`config.mk`:
```
export PLATFORM = sky130hd
export DESIGN_NAME = aludec_pipe
export DESIGN_NICKNAME = d
export VERILOG_FILES = /design/src/rtl/aludec_pipe.sv
export SDC_FILE = /design/constraint.sdc
export NUM_CORES = 1
export LEC_CHECK = 0
export ABC_AREA = 1
export BUFFER_PORTS_ARGS = -buffer_cell sky130_fd_sc_hd__buf_2
export CAP_MARGIN = 30
export CORE_MARGIN = 3
export CORE_UTILIZATION = 50
export DETAILED_ROUTE_END_ITERATION = 10
export PLACE_DENSITY_LB_ADDON = 0.25
export SLEW_MARGIN = 20
export SYNTH_ARGS = -nofsm -noshare
export SYNTH_HDL_FRONTEND = slang
export SYNTH_SLANG_ARGS = --single-unit
```
`constraint.sdc`:
```
create_clock -name clk -period 2.35 [get_ports clk]
set_input_delay 0 -clock clk [delete_from_list [all_inputs] [get_ports clk]]
set_output_delay 0 -clock clk [all_outputs]
set_load 0.02 [all_outputs]
```
`src/rtl/aludec_pipe.sv`:
```
// aludec_pipe: registered ALU control decoder between ID and EX.
// Decodes aluop/funct into alucontrol with one cycle of latency behind a
// valid/stall/flush pipeline register. MUL runs for MUL_LAT EX cycles under
// a small sequencer that raises stall_req so ID holds until it completes.
// Optional build macro ALUDEC_ILLEGAL_EN: when defined, illegal registers the
// unmatched-R-type flag; otherwise illegal stays 0.
module aludec_pipe #(
    parameter int FUNCT_W = 11,
    parameter int CTRL_W  = 4,
    parameter int MUL_LAT = 4,
    parameter int CNT_W   = $clog2(MUL_LAT + 1)
) (
    input  logic               clk,
    input  logic               reset,
    input  logic               in_valid,
    input  logic [FUNCT_W-1:0] funct,
    input  logic [1:0]         aluop,
    input  logic               stall,
    input  logic               flush,
    output logic [CTRL_W-1:0]  alucontrol,
    output logic               out_valid,
    output logic               stall_req,
    output logic               mc_done,
    output logic               illegal
);

    // Elaboration-time sanity on the parameter set.
    if (CTRL_W < 4) begin : g_chk_ctrl
        $error("aludec_pipe: CTRL_W must be at least 4");
    end
    if (MUL_LAT < 2) begin : g_chk_lat
        $error("aludec_pipe: MUL_LAT must be at least 2");
    end
    if (FUNCT_W != 11) begin : g_chk_funct
        $error("aludec_pipe: funct patterns are defined for an 11-bit field");
    end

`ifdef ALUDEC_ILLEGAL_EN
    localparam logic ILL_EN = 1'b1;
`else
    localparam logic ILL_EN = 1'b0;
`endif

    localparam logic [CNT_W-1:0] CNT_START = CNT_W'(MUL_LAT - 1);
    localparam logic [CNT_W-1:0] CNT_ONE   = CNT_W'(1);

    typedef enum logic {
        IDLE  = 1'b0,
        MULTI = 1'b1
    } state_t;

    // Decoded view of the presented instruction.
    typedef struct packed {
        logic [CTRL_W-1:0] ctrl;
        logic              illegal;
        logic              is_mul;
    } dec_t;

    state_t            state, state_nx;
    logic [CNT_W-1:0]  count, count_nx;
    logic [CTRL_W-1:0] ctrl_q, ctrl_nx;
    logic              vld_q, vld_nx;
    logic              done_q, done_nx;
    logic              ill_q, ill_nx;
    dec_t              dec;

    // aluop/funct to ALU control; unmatched R-type yields 0 and flags illegal.
    function automatic dec_t decode(input logic [1:0] op, input logic [FUNCT_W-1:0] fn);
        dec_t d;
        d = '0;
        case (op)
            2'b00: d.ctrl = CTRL_W'(4'b0010);
            2'b01: d.ctrl = CTRL_W'(4'b0111);
            2'b11: d.ctrl = CTRL_W'(4'b1111);
            default: begin
                casez (fn)
                    11'b1001000100?: d.ctrl = CTRL_W'(4'b0010);
                    11'b10001011000: d.ctrl = CTRL_W'(4'b0010);
                    11'b11001011000: d.ctrl = CTRL_W'(4'b0110);
                    11'b10001010000: d.ctrl = CTRL_W'(4'b0000);
                    11'b10101010000: d.ctrl = CTRL_W'(4'b0001);
                    11'b11010011011: d.ctrl = CTRL_W'(4'b0011);
                    11'b11010011010: d.ctrl = CTRL_W'(4'b0100);
                    11'b10011011000: begin
                        d.ctrl   = CTRL_W'(4'b1000);
                        d.is_mul = 1'b1;
                    end
                    default: begin
                        d.ctrl    = '0;
                        d.illegal = 1'b1;
                    end
                endcase
            end
        endcase
        return d;
    endfunction

    // Combinational decode of the ID-stage fields.
    always_comb begin
        dec = decode(aluop, funct);
    end

    // Next-state and next-output logic: flush beats stall beats normal flow.
    always_comb begin
        state_nx = state;
        count_nx = count;
        ctrl_nx  = ctrl_q;
        vld_nx   = vld_q;
        done_nx  = done_q;
        ill_nx   = ill_q;
        if (flush) begin
            state_nx = IDLE;
            count_nx = '0;
            ctrl_nx  = '0;
            vld_nx   = 1'b0;
            done_nx  = 1'b0;
            ill_nx   = 1'b0;
        end else if (!stall) begin
            done_nx = 1'b0;
            case (state)
                IDLE: begin
                    vld_nx = in_valid;
                    if (in_valid) begin
                        ctrl_nx = dec.ctrl;
                        ill_nx  = dec.illegal & ILL_EN;
                        if (dec.is_mul) begin
                            state_nx = MULTI;
                            count_nx = CNT_START;
                        end
                    end
                end
                MULTI: begin
                    // Inputs are ignored here; the MUL's alucontrol stays on the bus.
                    count_nx = count - CNT_ONE;
                    if (count == CNT_ONE) begin
                        state_nx = IDLE;
                        done_nx  = 1'b1;
                    end
                end
                default: begin
                    state_nx = IDLE;
                    count_nx = '0;
                end
            endcase
        end
    end

    // State and output registers with synchronous active-high reset.
    always_ff @(posedge clk) begin
        if (reset) begin
            state  <= IDLE;
            count  <= '0;
            ctrl_q <= '0;
            vld_q  <= 1'b0;
            done_q <= 1'b0;
            ill_q  <= 1'b0;
        end else begin
            state  <= state_nx;
            count  <= count_nx;
            ctrl_q <= ctrl_nx;
            vld_q  <= vld_nx;
            done_q <= done_nx;
            ill_q  <= ill_nx;
        end
    end

    assign alucontrol = ctrl_q;
    assign out_valid  = vld_q;
    assign mc_done    = done_q;
    assign illegal    = ill_q;
    assign stall_req  = (state == MULTI);

endmodule

```
## Word-level counts from Yosys, hierarchy flattened

Index checks and enable logic that the tools add are counted.

- Add/sub/neg operators: 1
- Multiply operators: 0
- Divide/modulo/power cells: 0
- $lt $le $gt $ge: 0
- Equality and inequality tests: 12
- Shift operators: 0
- Mux-type cells: 13
- Bitwise operators: 2
- Reductions and logical operators: 7

Operators with widths:

| cell | number |
|---|---|
| equality test 11 bit (second input constant) | 6 |
| case mux 4 bit (6 select lines) | 1 |
| case mux 4 bit (3 select lines) | 1 |
| equality test 10 bit (second input constant) | 1 |
| 2-to-1 mux 1 bit | 7 |
| 2-to-1 mux 3 bit | 2 |
| case mux 3 bit (2 select lines) | 1 |
| AND reduction 3 bit | 2 |
| != test 2 bit (second input constant) | 2 |
| OR reduction 2 bit | 2 |
| equality test 3 x 1 -> 1 bit (second input constant) | 1 |
| OR reduction 3 bit | 1 |
| subtractor 3 x 1 -> 3 bit (second input constant) | 1 |
| equality test 2 x 1 -> 1 bit (second input constant) | 1 |
| equality test 2 bit (second input constant) | 1 |
| zero test 2 bit | 1 |
| inverter 1 bit | 2 |
| case mux 1 bit (2 select lines) | 1 |
| AND reduction 2 bit | 1 |

- Flip-flop bits (word level): 10
- Latch bits: 0
- Bits in writable memories: 0
- Bits in read-only memories: 0
- Bits of input ports: 18
- Output and inout port bits: 8
- Logic and storage cells: 40
- Memories kept: 0

## Logic depth before layout (Yosys ltp)

- Depth in word-level cells: 6
- Mapped depth: 9
- Gate-level depth less buffers: 9

## Worst setup path before layout

Ideal clock, no wire load.

- Kind: reg-to-reg
- From: register state, in the netlist stall_req
- To: register ctrl_q[1], in the netlist alucontrol[1]
- Setup time: 0.117 ns
- Arrival time: 1.010 ns
- Data required time: 2.233 ns
- Slack: 1.223 ns
- Stages on the path, launching flop included: 7
- Buffers on the path: 0
- Clock period less this slack: 1.127 ns
- Path through: dfxtp_1 nor2_1 nand2_1 nor2_1 nand3_1 nor2_1 nor2_1

- Cells in the longest elaborated chain, start to end: 2

RTL lines:

| item | RTL line | RTL |
|---|---|---|
| from (decl) | 59 | `state_t state, state_nx;` |
| from (signal assigned) | 158 | `state <= state_nx;` |
| inverter 1 bit | - |  |
| AND reduction 3 bit (no source line) | - |  |
| to (signal assigned) | 160 | `ctrl_q <= ctrl_nx;` |
| to (decl) | 61 | `logic [CTRL_W-1:0] ctrl_q, ctrl_nx;` |

Every way passes these cells.
A chain may end at the register's enable or synchronous reset.

## Final worst setup path

Ends and elaborated chain as after synthesis.

==> flow_metrics.env <==
export IMPL_outcome="complete, no violations"
export IMPL_area_delta_synth_final_pct=23.1
export IMPL_highest_layer="met4"
export IMPL_end_kind="flip-flop"
export IMPL_min_to="mc_done$_SDFFE_PP0N_"
export IMPL_postCtsHoldBufs=0
export IMPL_grt_pass1_vias=679
export IMPL_grt_max_degree=9
export IMPL_cp_common_cell="nor2_1"
export IMPL_vdd_ir_drop_max_uv=349
export IMPL_final_hold_violation_count=0
export IMPL_clock_path_buffers=2
export IMPL_clockRootBuffer="clkbuf_4"
export IMPL_grt_ovfl_total=0
export IMPL_ctsResizeCount=0
export IMPL_drv_cap=0
export IMPL_reg2reg_setup_slack_ps=1090
export IMPL_final_cell_mix="buf_2 (24), nor2_1 (18), nand2_1 (16)"
export IMPL_cts_clk_slew_worst_paths_ps=70
export IMPL_rr_worst_depth=6
export IMPL_p_leak_nw=0.375
export IMPL_drt_iter0_drc=27
export IMPL_async_flop_share_pct=0
export IMPL_avgSynthCellArea_um2=6.49
export IMPL_timing_hold_ws_ps=33.3
export IMPL_routedWlPerCell_um=10.9
export IMPL_critical_path_class="flip-flop to flip-flop"
export IMPL_drive_above_1_share_pct=29.7
export IMPL_setup_slack_ps=1090
export IMPL_r2r_start="stall_req$_SDFFE_PP0N_"
export IMPL_grt_pass1_wl_um=2860
export IMPL_cts_tree="built"
export IMPL_cp_start_kind="flip-flop"
export IMPL_syn_area_um2=662
export IMPL_ys_warn_count=0
export IMPL_clk_latency_ps=270
export IMPL_met3_length_um=173
export IMPL_finalCriticalPeriod_ps=1260
export IMPL_synth_edff_count=0
export IMPL_die_w_um=42.4
export IMPL_post_cts_buffers=0
export IMPL_setup_viol=0
export IMPL_drt_met1_wl_um=633
export IMPL_synth_ff_type="dfxtp_1"
export IMPL_hp_start="stall"
export IMPL_gp_congestion=0.841
export IMPL_vias=748
export IMPL_post_drt_via_cell_ratio=5.27
export IMPL_power_density_mw_per_mm2=437
export IMPL_skew_ps=5.65
export IMPL_syn_instance_count=102
export IMPL_seq_area_frac_synth_pct=30.2
export IMPL_yosys_register_bits=10
export IMPL_start_util_pct=56.5
export IMPL_diodes=0
export IMPL_antenna_found_initial=0
export IMPL_critPathSlowestCell="dfxtp_1"
export IMPL_wl_met2_um=730
export IMPL_fp_row_count=12
export IMPL_period_share_pct=53.7
export IMPL_ant_nets=0
export IMPL_drv_slew=0
export IMPL_synthesis_nets=122
export IMPL_cp_arrival_ps=1420
export IMPL_die_area_mm2=0.00180
export IMPL_layout_nets=150
export IMPL_hpwl_um=1270
export IMPL_path_cells="nor2_1 > nand2_1 > nor2_1 > nand3_1 > nor2_1 > nor2_1"
export IMPL_hold_path_cell_count=3
export IMPL_cts_sinks=10
export IMPL_routed_wirelength_um=1550
export IMPL_core_mm2=0.00117
export IMPL_rsz0062_at_grt="no"
export IMPL_fp_dieH_um=42.4
export IMPL_synthDistinctLibCells=27
export IMPL_place_inst=139
export IMPL_crit_required_ps=2510
export IMPL_slowest_delay_ps=360
export IMPL_final_common_cell="buf_2"
export IMPL_htree_num_levels=1
export IMPL_io_pins=26
export IMPL_worst_r2r_endpoint="alucontrol[1]$_SDFFE_PP0P_"
export IMPL_cts_made_buffers=3
export IMPL_worstHoldPathType="input port to flip-flop"
export IMPL_dp_slack_ps=1130
export IMPL_power_mw=0.356
export IMPL_drtPass1Iterations=4
export IMPL_final_cells=142
export IMPL_path_max_fanout=7
export IMPL_fmax_mhz=792
export IMPL_track_usage_pct=20.6
export IMPL_drc=0
export IMPL_setup_tns_ps=0
export IMPL_portBuffers=24
## state kept, by name (all words and copies together), names as in the netlist
register / count
alucontrol: 4
count: 3
mc_done: 1
out_valid: 1
stall_req: 1
## routing by layer
metal / GRT usage [%] / vias to the layer above
met5: 0 / -
met4: 6.83 / 0
met3: 6.87 / 2
met2: 31.9 / 43
met1: 26.5 / 317
li1: - / 386
## worst max-delay path: cells and delay by family (launching register included)
kind	cells	cell delay, ps
flip-flops	1	360
AND/OR/NAND/NOR	6	780
## synthesized netlist by cell type, types with 2 or more instances
master,number,area [um2]
nor2_1,18,67.6
nand2_1,16,60.1
nand3_1,11,55.1
dfxtp_1,10,200
inv_1,10,37.5
a21oi_1,8,40.0
o21ai_0,4,20.0
inv_2,3,11.3
ha_1,2,25.0
nor2_4,2,22.5
o21ai_1,2,10.0
## kinds of logic (layout without fill, tap and decap cells)
kind of cell / count (synthesis) / after routing / share of synthesized area, %
AOI/OAI and AO/OA: 18 / 18 / 15.3
xor gates and xnor gates: 1 / 1 / 1.32
adders and majority gates: 2 / 2 / 3.78
buffers and inverters: 15 / 41 / 9.26
DFF: 10 / 10 / 30.2
other: 1 / 1 / 0.567
and+or+nand+nor: 55 / 55 / 39.5
## power by group
group          leakage, nW  switching [mW]  internal [mW]
Clock               0.0138          0.0597         0.0592
Combinational        0.280          0.0399         0.0236
Sequential          0.0809         0.00118          0.172
## per-stage QoR
stage	utilization, %	cell area [um2]
after floorplan	-	662
after detailed placement	67.6	792
after global routing	69.6	815
final	69.6	815
after CTS	69.6	815
after global placement	67.6	792
## cell type report
type                       count  area [um2]
fill                          94         357
inverter                      14        53.8
multi-input combinational     77         400
timing repair buffer          24         120
clock buffer                   3        22.5
tap                           14        17.5
sequential                    10         200
## worst max-delay path by stage
stage,from,slack (ps),depth (start not counted),end
after floorplan,stall_req$_SDFFE_PP0N_,1220,6,alucontrol[1]$_SDFFE_PP0P_
after global placement,stall_req$_SDFFE_PP0N_,1260,6,alucontrol[1]$_SDFFE_PP0P_
after detailed placement,stall_req$_SDFFE_PP0N_,1130,6,alucontrol[1]$_SDFFE_PP0P_
after CTS,stall_req$_SDFFE_PP0N_,1120,6,alucontrol[1]$_SDFFE_PP0P_
after global routing,stall_req$_SDFFE_PP0N_,910,6,alucontrol[1]$_SDFFE_PP0P_
final,stall_req$_SDFFE_PP0N_,1090,6,alucontrol[1]$_SDFFE_PP0P_
Power figures use the tool's default switching activity.
